===== src/rtl/tick_burst_scheduler.sv =====
// tick_burst_scheduler: clock-enable tick generator over a binary prescaler, continuous or fixed-burst.
module tick_burst_scheduler #(
  parameter int WIDTH = 16,
  parameter int CNT_W = 8
) (
  input  logic             clk,
  input  logic             rst,
  input  logic             start,
  input  logic             stop,
  input  logic             oneshot,
  input  logic [3:0]       tap_sel,
  input  logic [CNT_W-1:0] burst_len,
  output logic             tick,
  output logic             tap_q,
  output logic             busy,
  output logic             done,
  output logic [CNT_W-1:0] tick_count
);
  localparam int TW = $clog2(WIDTH);
  typedef enum logic [1:0] {IDLE, RUN, DONE} state_t;
  state_t state;
  logic [WIDTH-1:0] prescale, mask;
  logic [TW-1:0] tap_l;
  logic oneshot_l;
  logic [CNT_W-1:0] burst_l, count_inc;
  logic tick_next, last;
  assign mask = {WIDTH{1'b1}} >> (TW'(WIDTH - 1) - tap_l);
  assign tick_next = state == RUN && !stop && &(prescale | ~mask);
  assign count_inc = tick_count + 1'b1;
  assign last = oneshot_l && tick_next && count_inc == burst_l;
  assign busy = state == RUN;
  assign tap_q = busy && prescale[tap_l];
  always_ff @(posedge clk) begin
    if (rst) begin
      state      <= IDLE;
      prescale   <= '0;
      tick_count <= '0;
      tap_l      <= '0;
      oneshot_l  <= 1'b0;
      burst_l    <= '0;
      tick       <= 1'b0;
      done       <= 1'b0;
    end else begin
      tick <= tick_next;
      done <= last;
      case (state)
        IDLE: if (start && !stop) begin
          state      <= RUN;
          tap_l      <= int'(tap_sel) >= WIDTH ? TW'(WIDTH - 1) : TW'(tap_sel);
          oneshot_l  <= oneshot;
          burst_l    <= burst_len;
          prescale   <= '0;
          tick_count <= '0;
        end
        RUN: if (stop) begin
          state    <= IDLE;
          prescale <= '0;
        end else begin
          prescale <= prescale + 1'b1;
          if (tick_next) tick_count <= count_inc;
          if (last) state <= DONE;
        end
        default: state <= IDLE;
      endcase
    end
  end
endmodule

===== config.mk =====
export PLATFORM = sky130hd
export DESIGN_NAME = tick_burst_scheduler
export DESIGN_NICKNAME = d
export VERILOG_FILES = /design/src/rtl/tick_burst_scheduler.sv
export SDC_FILE = /design/constraint.sdc
export NUM_CORES = 1
export LEC_CHECK = 0
export ABC_AREA = 1
export BUFFER_PORTS_ARGS = -buffer_cell sky130_fd_sc_hd__buf_2
export CAP_MARGIN = 20
export CORE_UTILIZATION = 55
export CTS_CLUSTER_SIZE = 10
export DETAILED_ROUTE_END_ITERATION = 10
export GPL_TIMING_DRIVEN = 0
export MAX_ROUTING_LAYER = met4
export PLACE_DENSITY = 0.78
export SKIP_LAST_GASP = 1
export SLEW_MARGIN = 20
export SYNTH_ARGS = -nofsm -noshare
export SYNTH_HDL_FRONTEND = slang
export SYNTH_SLANG_ARGS = --single-unit

===== constraint.sdc =====
create_clock -name clk -period 1.75 [get_ports clk]
set_input_delay 0.175 -clock clk [delete_from_list [all_inputs] [get_ports clk]]
set_output_delay 0.175 -clock clk [all_outputs]
set_load 0.03 [all_outputs]

==> results of run 1 <==
## worst max-delay path, cell delays in order (launching register included)
cell and delay (ps):
dfxtp_4 370, buf_4 140, nor2_4 150, inv_2 60, o2111ai_2 160, nand3_1 110
a21oi_2 180, buf_6 150
## how the worst max path moves through the flow
stage,from,to,slack (ps),cells after the start
after floorplan,tick_count[1],done,30,8
after global placement,tick_count[0],state[0],-4,9
after detailed placement,tick_count[0],state[1],-20,8
after CTS,tap_l[1],tap_q,-30,8
after global routing,tap_l[0],tick_count[6],-160,15
final,tap_l[0],tap_q,-40,7
## timing repair
item | in CTS | in global routing
setup buffers | 2 | 6
gates resized for setup | 9 | 33
pin swaps | 2 | 14
endpoints found under the hold margin | 0 | 0
endpoints found under the setup margin | 4 | 21
gates cloned | 1 | 1
## layout by cell type (no fill, tap or decap), drive strengths merged, types with 2 or more instances in the layout
master	n
xor2	4
a21oi	25
nor3	9
o21bai	2
nand3	24
a31oi	3
o2111ai	3
nor2	66
dfxtp	41
nand4	7
ha	2
buf	40
inv	39
clkbuf	14
o21ai	31
or2	3
nand2	78
## layer usage
| layer | share of wire (%) | wire (µm) | up-vias | track usage, % |
|---|---|---|---|---|
| met1 | 47 | 2930 | 1124 | 35.0 |
| met4 | 1.4 | 87 | 0 | 7.55 |
| li1 | - | - | 1247 | - |
| met2 | 47 | 2960 | 74 | 43.1 |
| met3 | 4.8 | 301 | 12 | 5.50 |
| met5 | 0 | 0 | - | - |
## power by group through the flow
stage,clock network [µW],logic [µW],registers (µW)
finish,797,452,1020
global route,849,489,1030
CTS,806,407,1010
detailed placement,0,392,1030
global placement,0,385,1030
floorplan,0,271,1050
## logic make-up after synthesis
kind of cell	count (synthesis)
compound gates	69
simple gates	187
buf+inv	51
flops	41
xor+xnor	5
fa+ha+maj	2
## final cells by class
class                   instances  area, µm²
multi-input cells             263       1470
well taps                      50       62.6
fillers                       329       1150
repair buffers                 37        245
plain buffers                  10       81.3
clock inverters                 1       30.0
flip-flops and latches         41        838
inverters                      40        158
clock buffers                   7       86.3
## metrics by stage
stage               total power, µW  hold WS, ps
floorplan                      1330          342
global placement               1420          423
detailed placement             1420          431
CTS                            2220          125
global route                   2360          129
finish                         2270          123
## registers in the layout (all words and copies together) (netlist names)
name        flops
tick_count      8
tick            1
burst_l         8
oneshot_l       1
state           2
done            1
prescale       16
tap_l           4
==> results.yml, run 1 <==
sta:
  min_period_over_period_pct: 103
  tns_ps: -176
  setup_violations: 6
  worst_slack_ps: -44.9
  fin_crit_ps: 1790
  slew_headroom_pct: 66.2
  fmax_mhz: 557
  tightest_slew_ps: 508
  clock_skew_ps: 7.83
  finalMaxSlewViolations: 0
  rsz0062_at_grt: "yes"
  finalHoldViolCount: 0
power_and_ir_drop:
  p_leak_uw: 0.00116
  peakVddDrop_mv: 0.619
  power_switching_uw: 657
  power_frac_comb_pct: 19.9
  clkPwrFrac_pct: 35.1
  powerDensity_nw_per_um2: 764
  seqPwrFrac_pct: 45.0
  p_int_uw: 1610
  p_sw_share_pct: 29.0
place:
  placedCellCount: 432
  place_area_um2: 2620
  routabilityCongestion: 0.919
  pre_cts_slack_ps: -23.7
  dp_hpwl_mm: 4.28
  port_buffers: 27
global_route:
  grt_pass1_vias: 2075
  grt_pass1_wl_mm: 9.21
  antenna_found_initial: 0
  grt_usage_pct: 27.3
  grt_max_degree: 13
  grt-ovfl-total: 0
floorplan:
  placementRows: 23
  core_um2: 4120
  die_w_um: 68.4
  die_height_um: 68.4
  start_util_pct: 58.9
  pin_count: 29
  design.die.area_um2: 4680
yosys:
  syn_area_um2: 2420
  synth_most_common_cell: "nand2_1"
  async_reset_ff_share_pct: 0
  synth-compound-area-share_pct: 16.5
  synth_top_family_by_area: "simple AND/OR/NAND/NOR gates"
  synth-seq-area-share_pct: 33.9
  synth_top_area_share_pct: 33.9
  synthTopCellsByArea: "dfxtp_1 34%, nand2_1 10%, nor2_1 8.1%"
  synthXorXnorAreaFrac_pct: 1.81
  ys_seq_elements: 41
  synthSimpleGateAreaFrac_pct: 36.6
  yosysTopAreaCell: "dfxtp_1"
  synth-adder-area-share_pct: 1.03
  ys_types: 37
  synth_warnings: 0
  syn_area_per_cell_um2: 6.83
  synthTopCellsByCount: "65 x nand2_1, 52 x nor2_1, 41 x dfxtp_1, 34 x inv_1, 29 x o21ai_0"
  muxShareOfSynthArea_pct: 0
  syn_nets: 374
  synth_ff_type: "dfxtp_1"
  synth_edf_count: 0
  syn_inst: 355
setup_path:
  cp.required_ps: 1570
  r2r_cells: 14
  crit_type: "flop to output port"
  path_max_fanout: 5
  timing.rr.start: "tap_l[0]"
  worst_r2r_endpoint: "tick_count[2]"
  cp-start-kind: "flop"
  arrival_ps: 1620
  worst-r2r-setup-slack_ps: -40
  worstSetupEndpointType: "output port"
route:
  final_antenna_net_count: 0
  vias: 2457
  drcViolationCount: 0
  viasPerCell: 5.47
  dr.pass1.iters: 4
  wl_per_cell_um: 14.0
  routed_wl_mm: 6.28
  drt_iter0_markers: 126
flow_run:
  drv_cap: 0
hold_path:
  min_from: "burst_len[2]"
  min_to: "burst_l[2]"
  min_path_type: "primary input to flop"
  min_path_cells: 3
final_layout:
  postLayoutCoreUtil_pct: 72.1
  insertedDiodeCount: 0
  nets: 417
  final_cells: 449
  fin_area_um2: 2970
  layout-area-overhead-vs-synth_pct: 22.5
  layout-drive-gt1-share_pct: 28.6
clock_network:
  cts_max_level: 2
  clk-insertion-delay-late_ps: 300
  clk_path_buf_depth: 2
  clk_pin_slew_ps: 80
  cts_sinks: 41
  cts-root-buf: "clkbuf_8"
  cts_tree: "yes"
  cts_buffers: 5
  ctsHoldBuffers: 0
run_status:
  failed_checks: "setup timing"
  outcome: "finished, violations left"
Power figures use the tool's default switching activity.
==> inputs of run 2 (changes only) <==
--- a/config.mk
+++ b/config.mk
@@ -8,12 +8,14 @@
 export ABC_AREA = 1
 export BUFFER_PORTS_ARGS = -buffer_cell sky130_fd_sc_hd__buf_2
 export CAP_MARGIN = 20
-export CORE_UTILIZATION = 55
+export CELL_PAD_IN_SITES_DETAIL_PLACEMENT = 1
+export CELL_PAD_IN_SITES_GLOBAL_PLACEMENT = 2
+export CORE_UTILIZATION = 32
 export CTS_CLUSTER_SIZE = 10
 export DETAILED_ROUTE_END_ITERATION = 10
 export GPL_TIMING_DRIVEN = 0
 export MAX_ROUTING_LAYER = met4
-export PLACE_DENSITY = 0.78
+export PLACE_DENSITY = 0.81
 export SKIP_LAST_GASP = 1
 export SLEW_MARGIN = 20
 export SYNTH_ARGS = -nofsm -noshare
==> run 2 against run 1 <==
Effect of this change: the run still ends with setup timing left; fmax about the same; first-iteration DRC count down 35%; die area grew 69%; largest cell class unchanged; hold slack gained 9.8 ps; flip-flop and latch count unchanged; clock skew is 1.5 ps lower; register-to-register slack gained 60 ps; clock-buffer cell count down 1.
==> results.yml, run 2 (synthesis gave the netlist of run 1 again) <==
route:
  drt_iter0_markers: 82
  viasPerCell: 5.00
  drcViolationCount: 0
  wl_per_cell_um: 15.0
  vias: 2486
  dr.pass1.iters: 4
  routed_wl_mm: 7.45
  final_antenna_net_count: 0
setup_path:
  path_max_fanout: 5
  cp-start-kind: "flop"
  cpMaxStageDelayCell: "dfxtp_4"
  arrival_ps: 1620
  r2r_cells: 12
  worst-r2r-setup-slack_ps: 20
  crit_type: "flop to output port"
  worst_r2r_endpoint: "tick_count[1]"
  slowest_delay_ps: 390
  timing.rr.start: "tap_l[0]"
  worstSetupEndpointType: "output port"
  cp.required_ps: 1570
  path_cells: "buf_6 -> nand2_8 -> o21ai_4 -> a21oi_2 -> o311ai_4 -> nand3_1 -> a21oi_2 -> buf_6"
flow_run:
  drv_cap: 0
clock_network:
  clk_path_buf_depth: 2
  cts_buffers: 5
  cts_max_level: 2
  clk_pin_slew_ps: 80
  clk-insertion-delay-late_ps: 300
  cts-root-buf: "clkbuf_8"
  cts_tree: "yes"
  cts_sinks: 41
power_and_ir_drop:
  p_leak_uw: 0.00118
  powerDensity_nw_per_um2: 696
  clkPwrFrac_pct: 30.6
  peakVddDrop_mv: 0.230
  seqPwrFrac_pct: 47.4
  p_sw_share_pct: 32.1
  p_int_uw: 1470
  power_switching_uw: 694
  power_frac_comb_pct: 22.0
floorplan:
  design.die.area_um2: 7930
  start_util_pct: 33.2
  placementRows: 31
  pin_count: 29
  die_w_um: 89.0
  core_um2: 7290
  die_height_um: 89.0
hold_path:
  min_path_type: "primary input to flop"
  min_from: "burst_len[6]"
  min_to: "burst_l[6]"
  min_path_cells: 3
final_layout:
  largest_reg_flops: 16
  layout-drive-gt1-share_pct: 33.7
  fin_area_um2: 3110
  top_register: "prescale"
  nets: 417
  layout.cells.most_common: "nand2_1"
  layout-area-overhead-vs-synth_pct: 28.4
  final_cell_mix: "57 x nand2_1, 49 x nor2_1, 32 x inv_1"
  reg_top3: "prescale: 16 flops, burst_l: 8 flops, tick_count: 8 flops"
  insertedDiodeCount: 0
place:
  port_buffers: 27
  place_area_um2: 2680
  pre_cts_slack_ps: -153
  dp_hpwl_mm: 5.44
  routabilityCongestion: 0.948
run_status:
  outcome: "finished, violations left"
  failed_checks: "setup timing"
global_route:
  grt-ovfl-total: 0
  grt_pass1_vias: 2423
  grt_pass1_wl_mm: 11.8
  antenna_found_initial: 0
  grt_max_degree: 13
  grt_usage_pct: 20.4
sta:
  tightest_slew_ps: 497
  slew_headroom_pct: 66.9
  finalHoldViolCount: 0
  rsz0062_at_grt: "yes"
  fin_crit_ps: 1800
  fmax_mhz: 557
  worst_slack_ps: -45.8
  setup_violations: 1
  finalMaxSlewViolations: 0
  min_period_over_period_pct: 103
  clock_skew_ps: 6.29
run 2: cell count changes in the layout (fill, tap and decap cells not counted), moves of 3 or more:
| cell | before | now |
|---|---|---|
| nand2_2 | 8 | 13 |
| buf_6 | 6 | 3 |
| dfxtp_1 | 33 | 30 |
| buf_4 | 6 | 9 |
| nand2_1 | 65 | 57 |
run 2: cell type report:
cell class | count | area (µm²)
tap | 99 | 124
timing repair buffer | 38 | 245
fill | 956 | 4180
clock buffer | 6 | 82.6
multi-input combinational | 263 | 1560
buffer | 9 | 86.3
sequential | 41 | 845
clock inverter | 1 | 7.51
inverter | 40 | 158
run 2: critical path, delay by kind of cell, from the launching register on:
| family | cells | cell delay (ps) |
|---|---|---|
| simple gates | 2 | 200 |
| buf+inv | 2 | 270 |
| compound gates | 4 | 460 |
| flops | 1 | 390 |
run 2: stage by stage:
step / setup TNS, ps / hold WS, ps / cells / power (µW) / utilization [%]
2_1_floorplan: 0 / 342 / 355 / 1330 / -
3_3_place_gp: -220 / 427 / 481 / 1430 / 36.8
3_5_place_dp: -443 / 443 / 481 / 1440 / 36.8
4_1_cts: -51.1 / 130 / 491 / 2120 / 39.3
5_1_grt: -887 / 132 / 497 / 2280 / 42.7
6_report: -45.8 / 133 / 497 / 2160 / 42.7
run 2: timing repair:
item | in CTS | in global routing
setup buffers | 3 | 7
endpoints found under the setup margin | 7 | 20
hold endpoints to repair | 0 | 0
pin swaps | 3 | 20
resized for setup | 21 | 48
gates cloned | 0 | 1
hold buffers | 0 | 0
run 2: power by group through the flow:
stage	registers, µW	clock network (µW)	logic [µW]
after floorplan	1050	0	271
after global placement	1030	0	400
after detailed placement	1040	0	406
after CTS	1020	678	423
after global routing	1030	715	531
final	1030	662	477
run 2: how the worst max path moves through the flow:
| stage | start | endpoint | cells after the start | slack [ps] |
|---|---|---|---|---|
| floorplan | tick_count[1] | done | 8 | 30 |
| global placement | tick_count[0] | state[0] | 9 | -100 |
| detailed placement | tick_count[0] | state[0] | 9 | -150 |
| CTS | tap_l[1] | tap_q | 6 | -30 |
| global route | tap_l[0] | tap_q | 8 | -120 |
| finish | tap_l[0] | tap_q | 8 | -50 |
run 2: routing by layer:
| layer | up-vias | wire length (µm) | track usage [%] |
|---|---|---|---|
| li1 | 1243 | - | - |
| met1 | 1203 | 3500 | 26.0 |
| met2 | 32 | 3690 | 33.8 |
| met3 | 8 | 176 | 3.32 |
| met4 | 0 | 83 | 4.76 |
| met5 | - | 0 | - |
